`config.mk`:
```
export PLATFORM = sky130hd
export DESIGN_NAME = uart_cmd_initiator
export DESIGN_NICKNAME = d
export VERILOG_FILES = /design/src/rtl/uart_cmd_pkg.sv /design/src/rtl/uart_rx_timeout.sv /design/src/rtl/uart_cmd_initiator.sv
export SDC_FILE = /design/constraint.sdc
export NUM_CORES = 1
export LEC_CHECK = 0
export BUFFER_PORTS_ARGS = -buffer_cell sky130_fd_sc_hd__buf_2
export CAP_MARGIN = 20
export CORE_AREA = 2 2 175 305
export DETAILED_ROUTE_END_ITERATION = 10
export DIE_AREA = 0 0 177 307
export PLACE_DENSITY = 0.5
export SYNTH_ARGS = -nofsm -noshare
export SYNTH_HDL_FRONTEND = slang
export SYNTH_HIERARCHICAL = 1
export SYNTH_SLANG_ARGS = --single-unit
```
`constraint.sdc`:
```
create_clock -name clk_100MHz -period 8.95 [get_ports clk_100MHz]
set_input_delay 2.2375 -clock clk_100MHz [delete_from_list [all_inputs] [get_ports clk_100MHz]]
set_output_delay 2.2375 -clock clk_100MHz [all_outputs]
set_load 0.01 [all_outputs]
```
`src/rtl/uart_cmd_pkg.sv`:
```
// Shared definitions for the fixed-frame UART command protocol.
// The coprocessor-side decoder uses the same frame geometry, state encodings and command codes.
package uart_cmd_pkg;

  localparam int FRAME_BYTES = 18;
  localparam int DBITS       = 8;

  localparam logic [2:0] IDLE    = 3'd0;
  localparam logic [2:0] SEND    = 3'd1;
  localparam logic [2:0] WAIT_TX = 3'd2;
  localparam logic [2:0] RECV    = 3'd3;
  localparam logic [2:0] DONE    = 3'd4;

  localparam logic [7:0] CMD_TEST = 8'h41;

endpackage

```
`src/rtl/uart_rx_timeout.sv`:
```
// Inter-byte receive watchdog: loadable down-counter.
// expired flags the terminal-count cycle while counting is enabled.
module uart_rx_timeout #(
  parameter int unsigned TIMEOUT_CYCLES = 1_033_400
) (
  input  logic clk,
  input  logic rst_n,
  input  logic load,
  input  logic en,
  output logic expired
);

  localparam int CW = $clog2(TIMEOUT_CYCLES + 1);
  localparam logic [CW-1:0] LOAD_VAL = CW'(TIMEOUT_CYCLES);

  logic [CW-1:0] cnt;

  always_ff @(posedge clk or negedge rst_n) begin
    if (!rst_n) begin
      cnt <= '0;
    end else if (load) begin
      cnt <= LOAD_VAL;
    end else if (en && (cnt != '0)) begin
      cnt <= cnt - 1'b1;
    end
  end

  // Expires after exactly TIMEOUT_CYCLES enabled cycles since the last load.
  assign expired = en && (cnt == CW'(1));

endmodule

```
`src/rtl/uart_cmd_initiator.sv`:
```
// Host-side command master: serialises one request frame into the byte TX core,
// then gathers the response frame from the byte RX core, with an inter-byte timeout.
//
//   state   | meaning
//   IDLE    | ready for a new request frame
//   SEND    | pulse tx_start with byte[idx] once the TX core is free
//   WAIT_TX | wait for the TX core to finish byte[idx]
//   RECV    | collect response bytes, watchdog running
//   DONE    | hold the response until the consumer accepts it
module uart_cmd_initiator #(
  parameter int          FRAME_BYTES    = uart_cmd_pkg::FRAME_BYTES,
  parameter int          DBITS          = uart_cmd_pkg::DBITS,
  parameter int unsigned TIMEOUT_CYCLES = 1_033_400
) (
  input  logic                         clk_100MHz,
  input  logic                         reset_n,
  input  logic                         req_valid,
  output logic                         req_ready,
  input  logic [FRAME_BYTES*DBITS-1:0] req_frame,
  output logic                         rsp_valid,
  input  logic                         rsp_ready,
  output logic [FRAME_BYTES*DBITS-1:0] rsp_frame,
  output logic                         rsp_timeout,
  output logic                         tx_start,
  output logic [DBITS-1:0]             tx_data,
  input  logic                         tx_busy,
  input  logic                         rx_valid,
  input  logic [DBITS-1:0]             rx_data,
  output logic                         busy
);

  import uart_cmd_pkg::*;

  localparam int FW = FRAME_BYTES * DBITS;
  localparam int IW = (FRAME_BYTES > 1) ? $clog2(FRAME_BYTES) : 1;
  localparam logic [IW-1:0] LAST_IDX = IW'(FRAME_BYTES - 1);

  logic [2:0]    state;
  logic [IW-1:0] idx;
  logic [FW-1:0] req_buf;
  logic          first_wait;
  logic          last_tx_done;
  logic          tmr_load;
  logic          tmr_en;
  logic          tmr_expired;

  assign req_ready = (state == IDLE);
  assign busy      = (state != IDLE);

  always_comb begin
    last_tx_done = (state == WAIT_TX) && !first_wait && !tx_busy && (idx == LAST_IDX);
    tmr_load     = last_tx_done || ((state == RECV) && rx_valid);
    tmr_en       = (state == RECV);
  end

  uart_rx_timeout #(
    .TIMEOUT_CYCLES(TIMEOUT_CYCLES)
  ) u_rx_timeout (
    .clk     (clk_100MHz),
    .rst_n   (reset_n),
    .load    (tmr_load),
    .en      (tmr_en),
    .expired (tmr_expired)
  );

  always_ff @(posedge clk_100MHz or negedge reset_n) begin
    if (!reset_n) begin
      state       <= IDLE;
      idx         <= '0;
      req_buf     <= '0;
      first_wait  <= 1'b0;
      rsp_frame   <= '0;
      rsp_valid   <= 1'b0;
      rsp_timeout <= 1'b0;
      tx_start    <= 1'b0;
      tx_data     <= '0;
    end else begin
      tx_start <= 1'b0;
      case (state)
        IDLE: begin
          if (req_valid) begin
            req_buf <= req_frame;
            idx     <= '0;
            state   <= SEND;
          end
        end
        SEND: begin
          if (!tx_busy) begin
            tx_start   <= 1'b1;
            tx_data    <= req_buf[idx*DBITS +: DBITS];
            first_wait <= 1'b1;
            state      <= WAIT_TX;
          end
        end
        WAIT_TX: begin
          // tx_busy only rises the cycle after tx_start, so the first cycle here is blind.
          if (first_wait) begin
            first_wait <= 1'b0;
          end else if (!tx_busy) begin
            if (idx == LAST_IDX) begin
              rsp_frame <= '0;
              idx       <= '0;
              state     <= RECV;
            end else begin
              idx   <= idx + IW'(1);
              state <= SEND;
            end
          end
        end
        RECV: begin
          // A byte arriving on the terminal-count cycle takes priority over the timeout.
          if (rx_valid) begin
            rsp_frame[idx*DBITS +: DBITS] <= rx_data;
            if (idx == LAST_IDX) begin
              idx         <= '0;
              rsp_valid   <= 1'b1;
              rsp_timeout <= 1'b0;
              state       <= DONE;
            end else begin
              idx <= idx + IW'(1);
            end
          end else if (tmr_expired) begin
            idx         <= '0;
            rsp_valid   <= 1'b1;
            rsp_timeout <= 1'b1;
            state       <= DONE;
          end
        end
        DONE: begin
          if (rsp_ready) begin
            rsp_valid   <= 1'b0;
            rsp_timeout <= 1'b0;
            state       <= IDLE;
          end
        end
        default: begin
          state <= IDLE;
        end
      endcase
    end
  end

endmodule

```
==> flow_summary.yaml, run 1 <==
run_status:
  status: "finished clean"
critical_path:
  cp.depth: 10
  critPathMaxFanout: 39
  r2r_slack_ns: 4.73
  required_ns: 9.41
  rr_worst_depth: 10
  worstPathArrival_ns: 4.68
  crit_chain: "inv_2, ha_1, nand2b_1, nor2_1, ha_1, and2_1, nand2_1, or4b_1, a21oi_2, a22o_1"
  timing.rr.start: "idx[0]"
  cpMostUsedCell: "ha_1"
  cp-end-kind: "flip-flop"
  worst-path-buf-inv: 1
  critPathKind: "reg -> reg"
  cp_top_family: "simple AND/OR/NAND/NOR gates"
  cp-start-kind: "flip-flop"
  crit_slowest_cell: "dfrtp_4"
  cp_slowest_stage_delay_ns: 0.85
  r2r-end: "rsp_frame[107]"
pwr:
  ir_worst_vdd_uv: 152
  cellLeakagePower_nw: 8.31
  powerDensity_nw_per_um2: 290
sta:
  slew_headroom: 0.296
  holdWs_ns: 0.485
  hold_violations: 0
  fin_crit_sh: 0.472
  rsz0062_at_grt: "no"
  setup_violations: 0
  fin_worst_skew_ns: 0.0163
  worst_pin_slew_ns: 1.06
  final.setup.tns_ns: 0
  max_freq_mhz: 237
  period_needed_ns: 4.22
  drv_slew: 0
  setup_ws_ns: 4.73
global_route:
  grt_pass1_wl_um: 75500
  grt_start_max_net_pins: 139
  grt_use_total: 0.183
  grt_overflow: 0
  antenna_found_initial: 1
  grt_pass1_vias: 12000
flow_run:
  cap_viol_max_count: 0
min_path:
  min-delay-start: "rsp_frame[65]"
  hold_path.class: "reg -> reg"
  hold_path_end: "rsp_frame[65]"
  min_delay_path_depth: 1
floorplanning:
  start_util: 0.295
  core-area_sq_um: 52100
  io-pin-count: 315
  fp.dieH_um: 307
  die_w_um: 177
  fp.dieArea_sq_um: 54300
  core.rowCount: 111
synth:
  synth_simple_gate_area_share: 0.112
  synth-compound-area-share: 0.126
  ys_seq_elements: 328
  synth_top_family_by_area: "multiplexers"
  synth_xor_area_frac: 0.000570
  synth.area.mux_share: 0.186
  synth_area_sq_um: 15400
  synth_edf_count: 0
  postSynthCellCount: 1243
  syn_avg_cell_area_sq_um: 12.4
  ys_warn_count: 6
  yosys.cell_types.count: 79
  synth_nets: 1410
  async_flop_share: 1.00
  synth_seq_area_share: 0.534
  synth_fa_ha_area_frac: 0.00733
  dominantRegCellSynth: "dfrtp_1"
routing:
  wl_um: 49900
  num_vias: 11500
  drtIter0Drc: 592
  remaining_drc_errors: 0
  wl_per_cell_um: 22.3
  first_pass_iters: 5
  viasPerCell: 5.14
  ant_nets: 0
clocking:
  cts-root-buf: "clkbuf_16"
  cts_max_level: 2
  clkLatencyLatePin_ns: 0.54
  post_cts_resized: 0
  numCtsBuffers: 35
  cts_hold_buf: 0
  cts_tree: "yes"
  clkTransAtPathRegs_ns: 0.06
  cts_setup_buffers: 0
  cts_sinks: 328
  clk_path_buf_depth: 3
place:
  io_buffer_count: 314
  preCtsSetupSlack_ns: 4.18
  post-dp-hpwl_um: 36500
  place_congestion: 0.796
cells_and_area:
  antenna_cells: 0
  fillers: 5247
  mostFrequentLayoutCells: "325 x dfrtp_1, 313 x buf_2, 174 x mux2_2"
  nets: 1698
  drive_above_1_share: 0.409
  final_common_cell: "dfrtp_1"
  area_growth_pct: 21.8
-- synthesized netlist by cell type, types with 24 or more instances --
cell type / instances / area share
a32o_1: 24 / 0.016
o2bb2ai_1: 35 / 0.020
mux2_2: 174 / 0.13
nor2_1: 61 / 0.015
nor3_1: 28 / 0.0091
nand2_1: 100 / 0.024
dfrtp_1: 328 / 0.53
buf_2: 32 / 0.010
nand3_1: 31 / 0.010
clkbuf_1: 27 / 0.0066
mux4_2: 28 / 0.041
a22o_1: 25 / 0.014
o21ai_0: 26 / 0.0085
-- state kept, by name, summed over array words and instances, names as in the netlist --
name / count
first_wait: 1
idx: 5
req_buf: 144
rsp_frame: 144
rsp_timeout: 1
rsp_valid: 1
state: 3
tx_data: 8
tx_start: 1
u_rx_timeout/cnt: 20
-- worst max path at each step --
| stage | to | startpoint |
|---|---|---|
| final | rsp_frame[107] | idx[0] |
| after global routing | rsp_frame[108] | idx[0] |
| after CTS | rsp_frame[107] | idx[0] |
| after detailed placement | rsp_frame[69] | tx_busy |
| after global placement | rsp_frame[69] | tx_busy |
| after floorplan | u_rx_timeout/cnt[19] | tx_busy |
-- layer usage --
layer | track usage | share of wire
met1 | 0.200 | 0.37
met4 | 0.0773 | 0.041
met2 | 0.342 | 0.54
met5 | 0 | 0.00022
met3 | 0.0324 | 0.048
-- power breakdown --
group          total, mW  switching [mW]  internal, mW
clock               1.50           0.629         0.876
sequential          2.21           0.288          1.92
combinational       1.70           0.895         0.809
total               5.42            1.81          3.61
-- layout make-up --
| cell class | instances | area [sq um] | share of cell area |
|---|---|---|---|
| clock inverters | 10 | 150 | 0.00802 |
| repair buffers | 333 | 1750 | 0.0935 |
| multi-input cells | 809 | 6640 | 0.355 |
| clock buffers | 49 | 1010 | 0.0540 |
| inverters | 24 | 95.1 | 0.00508 |
| well taps | 678 | 848 | 0.0453 |
| flip-flops and latches | 328 | 8210 | 0.439 |
-- metrics by stage --
step                cell area (sq um)  std cells  power, mW  utilization
floorplan                       15400       1243       3.39            -
global placement                17500       2170       3.91        0.336
detailed placement              17500       2170       3.98        0.336
CTS                             18700       2229       5.51        0.359
global route                    18700       2231       5.75        0.359
finish                          18700       2231       5.42        0.359
-- logic make-up (layout without fill, tap and decap cells) --
family / count (synthesis) / count (layout)
AOI/OAI and AO/OA: 244 / 244
xor gates and xnor gates: 1 / 1
adders and majority gates: 9 / 9
buffers and inverters: 106 / 416
DFF: 328 / 328
muxes: 228 / 228
and+or+nand+nor: 327 / 327
Note: power is estimated with default switching activity, not from simulation.
==> inputs of run 2 (changes only) <==
--- a/config.mk
+++ b/config.mk
@@ -5,11 +5,12 @@
 export SDC_FILE = /design/constraint.sdc
 export NUM_CORES = 1
 export LEC_CHECK = 0
+export ABC_AREA = 1
 export BUFFER_PORTS_ARGS = -buffer_cell sky130_fd_sc_hd__buf_2
 export CAP_MARGIN = 20
-export CORE_AREA = 2 2 175 305
+export CORE_AREA = 2 2 177 310
 export DETAILED_ROUTE_END_ITERATION = 10
-export DIE_AREA = 0 0 177 307
+export DIE_AREA = 0 0 179 312
 export PLACE_DENSITY = 0.5
 export SYNTH_ARGS = -nofsm -noshare
 export SYNTH_HDL_FRONTEND = slang
==> constraint.sdc (replaced) <==
create_clock -name clk_100MHz -period 4 [get_ports clk_100MHz]
set_input_delay 1 -clock clk_100MHz [delete_from_list [all_inputs] [get_ports clk_100MHz]]
set_output_delay 1 -clock clk_100MHz [all_outputs]
set_load 0.01 [all_outputs]
==> flow_summary.yaml, run 2 <==
place:
  dpl-instance-area_sq_um: 18100
  post-dp-hpwl_um: 40500
  preCtsSetupSlack_ns: 1.16
  place_congestion: 0.856
  post-place-cells: 2772
  io_buffer_count: 314
routing:
  wl_um: 53900
  wl_per_cell_um: 19.0
  num_vias: 13500
  remaining_drc_errors: 0
  ant_nets: 0
  drtIter0Drc: 795
  viasPerCell: 4.76
  first_pass_iters: 5
cells_and_area:
  reg.largest.list: "req_buf x144, rsp_frame x144, u_rx_timeout/cnt x20"
  layout.cells.non_filler: 2832
  antenna_cells: 0
  ff_latch_area_sq_um: 8210
  fin_area_sq_um: 19200
  drive_above_1_share: 0.277
  fillers: 5554
  nets: 2292
  area_growth_pct: 21.0
  mostFrequentLayoutCells: "565 x nand2_1, 326 x dfrtp_1, 313 x buf_2"
  final_common_cell: "nand2_1"
  multi_input_comb_area_sq_um: 6850
synth:
  synth_area_sq_um: 15900
  async_flop_share: 1.00
  ys_warn_count: 6
  yosys.cell_types.count: 41
  ys_seq_elements: 328
  synth_top_area_cell: "dfrtp_1"
  synth_seq_area_share: 0.516
  syn_avg_cell_area_sq_um: 8.70
  dominantRegCellSynth: "dfrtp_1"
  synth.top_cells.by_count: "565 x nand2_1, 328 x dfrtp_1, 217 x nor2_1, 117 x nand3_1, 111 x mux2_2"
  synth_area_leaders: "dfrtp_1 52%, nand2_1 13%, mux2_2 7.9%"
  synth_edf_count: 0
  synth_nets: 1994
  postSynthCellCount: 1827
  yosysMostFrequentCell: "nand2_1"
  synth_top_cell_area_share: 0.516
clocking:
  post_cts_resized: 0
  cts_hold_buf: 0
  clkLatencyLatePin_ns: 0.55
  cts-root-buf: "clkbuf_16"
  cts_max_level: 2
  clkTransAtPathRegs_ns: 0.06
  numCtsBuffers: 35
  cts_sinks: 328
  cts_tree: "yes"
  cts_setup_buffers: 0
  clk_path_buf_depth: 3
global_route:
  grt_pass1_vias: 14200
  antenna_found_initial: 5
  grt_overflow: 0
  grt_pass1_wl_um: 82900
  grt_use_total: 0.193
  grt_start_max_net_pins: 94
sta:
  final.setup.tns_ns: 0
  drv_slew: 0
  hold_violations: 0
  setup_violations: 0
  worst_pin_slew_ns: 0.817
  fin_worst_skew_ns: 0.0374
  max_freq_mhz: 352
  rsz0062_at_grt: "no"
  setup_ws_ns: 1.16
  slew_headroom: 0.455
  fin_crit_sh: 0.710
  period_needed_ns: 2.84
floorplanning:
  fp.dieArea_sq_um: 55800
  start_util: 0.299
  core.rowCount: 112
  io-pin-count: 315
  fp.dieH_um: 312
  die_w_um: 179
  core-area_sq_um: 53100
critical_path:
  critPathMaxFanout: 13
  required_ns: 4.43
  critPathKind: "reg -> reg"
  cp-end-kind: "flip-flop"
  worstPathArrival_ns: 3.27
  cp-start-kind: "flip-flop"
pwr:
  ir_worst_vdd_uv: 431
  power_frac_clock: 0.255
  pwr-share-comb: 0.381
  power_mw: 12.9
  powerDensity_nw_per_um2: 673
  cellLeakagePower_nw: 9.85
  seqPwrFrac: 0.364
  p_sw_frac: 0.392
  p_int_mw: 7.87
  switchingPower_mw: 5.08
flow_run:
  cap_viol_max_count: 0
run_status:
  status: "finished clean"
min_path:
  hold_path.class: "reg -> reg"
## run 2: cell count changes after synthesis, sizes merged, moves of 24 or more
cell	change
a21oi	+33
a22o	-25
a32o	-24
inv	+84
mux2	-67
mux4	-28
nand2	+486
nand3	+92
nand4	+24
nor2	+177
o21ai	+45
o2bb2ai	-35
## run 2: power groups by stage
stage               sequential [mW]  combinational (mW)  clock (mW)
global placement               4.74                4.93           0
global route                   4.82                5.53        3.54
CTS                            4.71                5.01        3.42
floorplan                      4.65                3.64           0
finish                         4.71                4.93        3.30
detailed placement             4.77                4.99           0
## run 2: per-layer routing
layer	vias to the layer above	global-route usage	wire length, um
li1	6518	-	-
met1	6493	0.209	20000
met2	357	0.369	29300
met3	94	0.0308	2610
met4	10	0.0700	1940
met5	-	0	49
## run 2: metrics by stage
stage | utilization | hold WS, ns
global placement | 0.341 | 0.451
floorplan | - | 0.451
finish | 0.362 | 0.467
global route | 0.362 | 0.493
CTS | 0.362 | 0.470
detailed placement | 0.341 | 0.455
## run 2: cell families (layout without fill, tap and decap cells)
family	Yosys count	count (layout)	share of synthesized area
buffers and inverters	181	502	0.0534
XOR/XNOR	10	10	0.00669
AND/OR/NAND/NOR	1020	1020	0.278
adder cells (fa/ha/maj)	9	9	0.00709
AO/OA/AOI/OAI	168	168	0.0597
multiplexers	111	111	0.0787
flip-flops	328	328	0.516
## run 2: area by class of cell
cell class	instances	area share
sequential	328	0.427
clock buffer	47	0.0516
multi-input combinational	1318	0.356
tap	684	0.0445
inverter	111	0.0220
timing repair buffer	331	0.0915
clock inverter	13	0.00735
## run 2: final timing paths
kind / from / endpoint / slack, ns / depth (start not counted)
min in group asynchronous: reset_n / rsp_frame[12] / 0.48 / 1
setup reg to reg: idx[0] / rsp_frame[37] / 1.16 / 10
hold / removal: rsp_frame[32] / rsp_frame[32] / 0.47 / 2
setup / recovery: idx[0] / rsp_frame[37] / 1.16 / 10
hold reg to reg: rsp_frame[32] / rsp_frame[32] / 0.47 / 2
max in group asynchronous: reset_n / rsp_frame[56] / 2.52 / 2
## run 2: critical path, stage by stage (launching register included)
cell and delay [ns]:
dfrtp_4 0.49, inv_2 0.06, ha_1 0.34, inv_1 0.44, nand2_1 0.14, nor2_1 0.17
nand4_1 0.38, nor2_4 0.36, o21ai_2 0.17, nand2_1 0.11, nand2_1 0.05
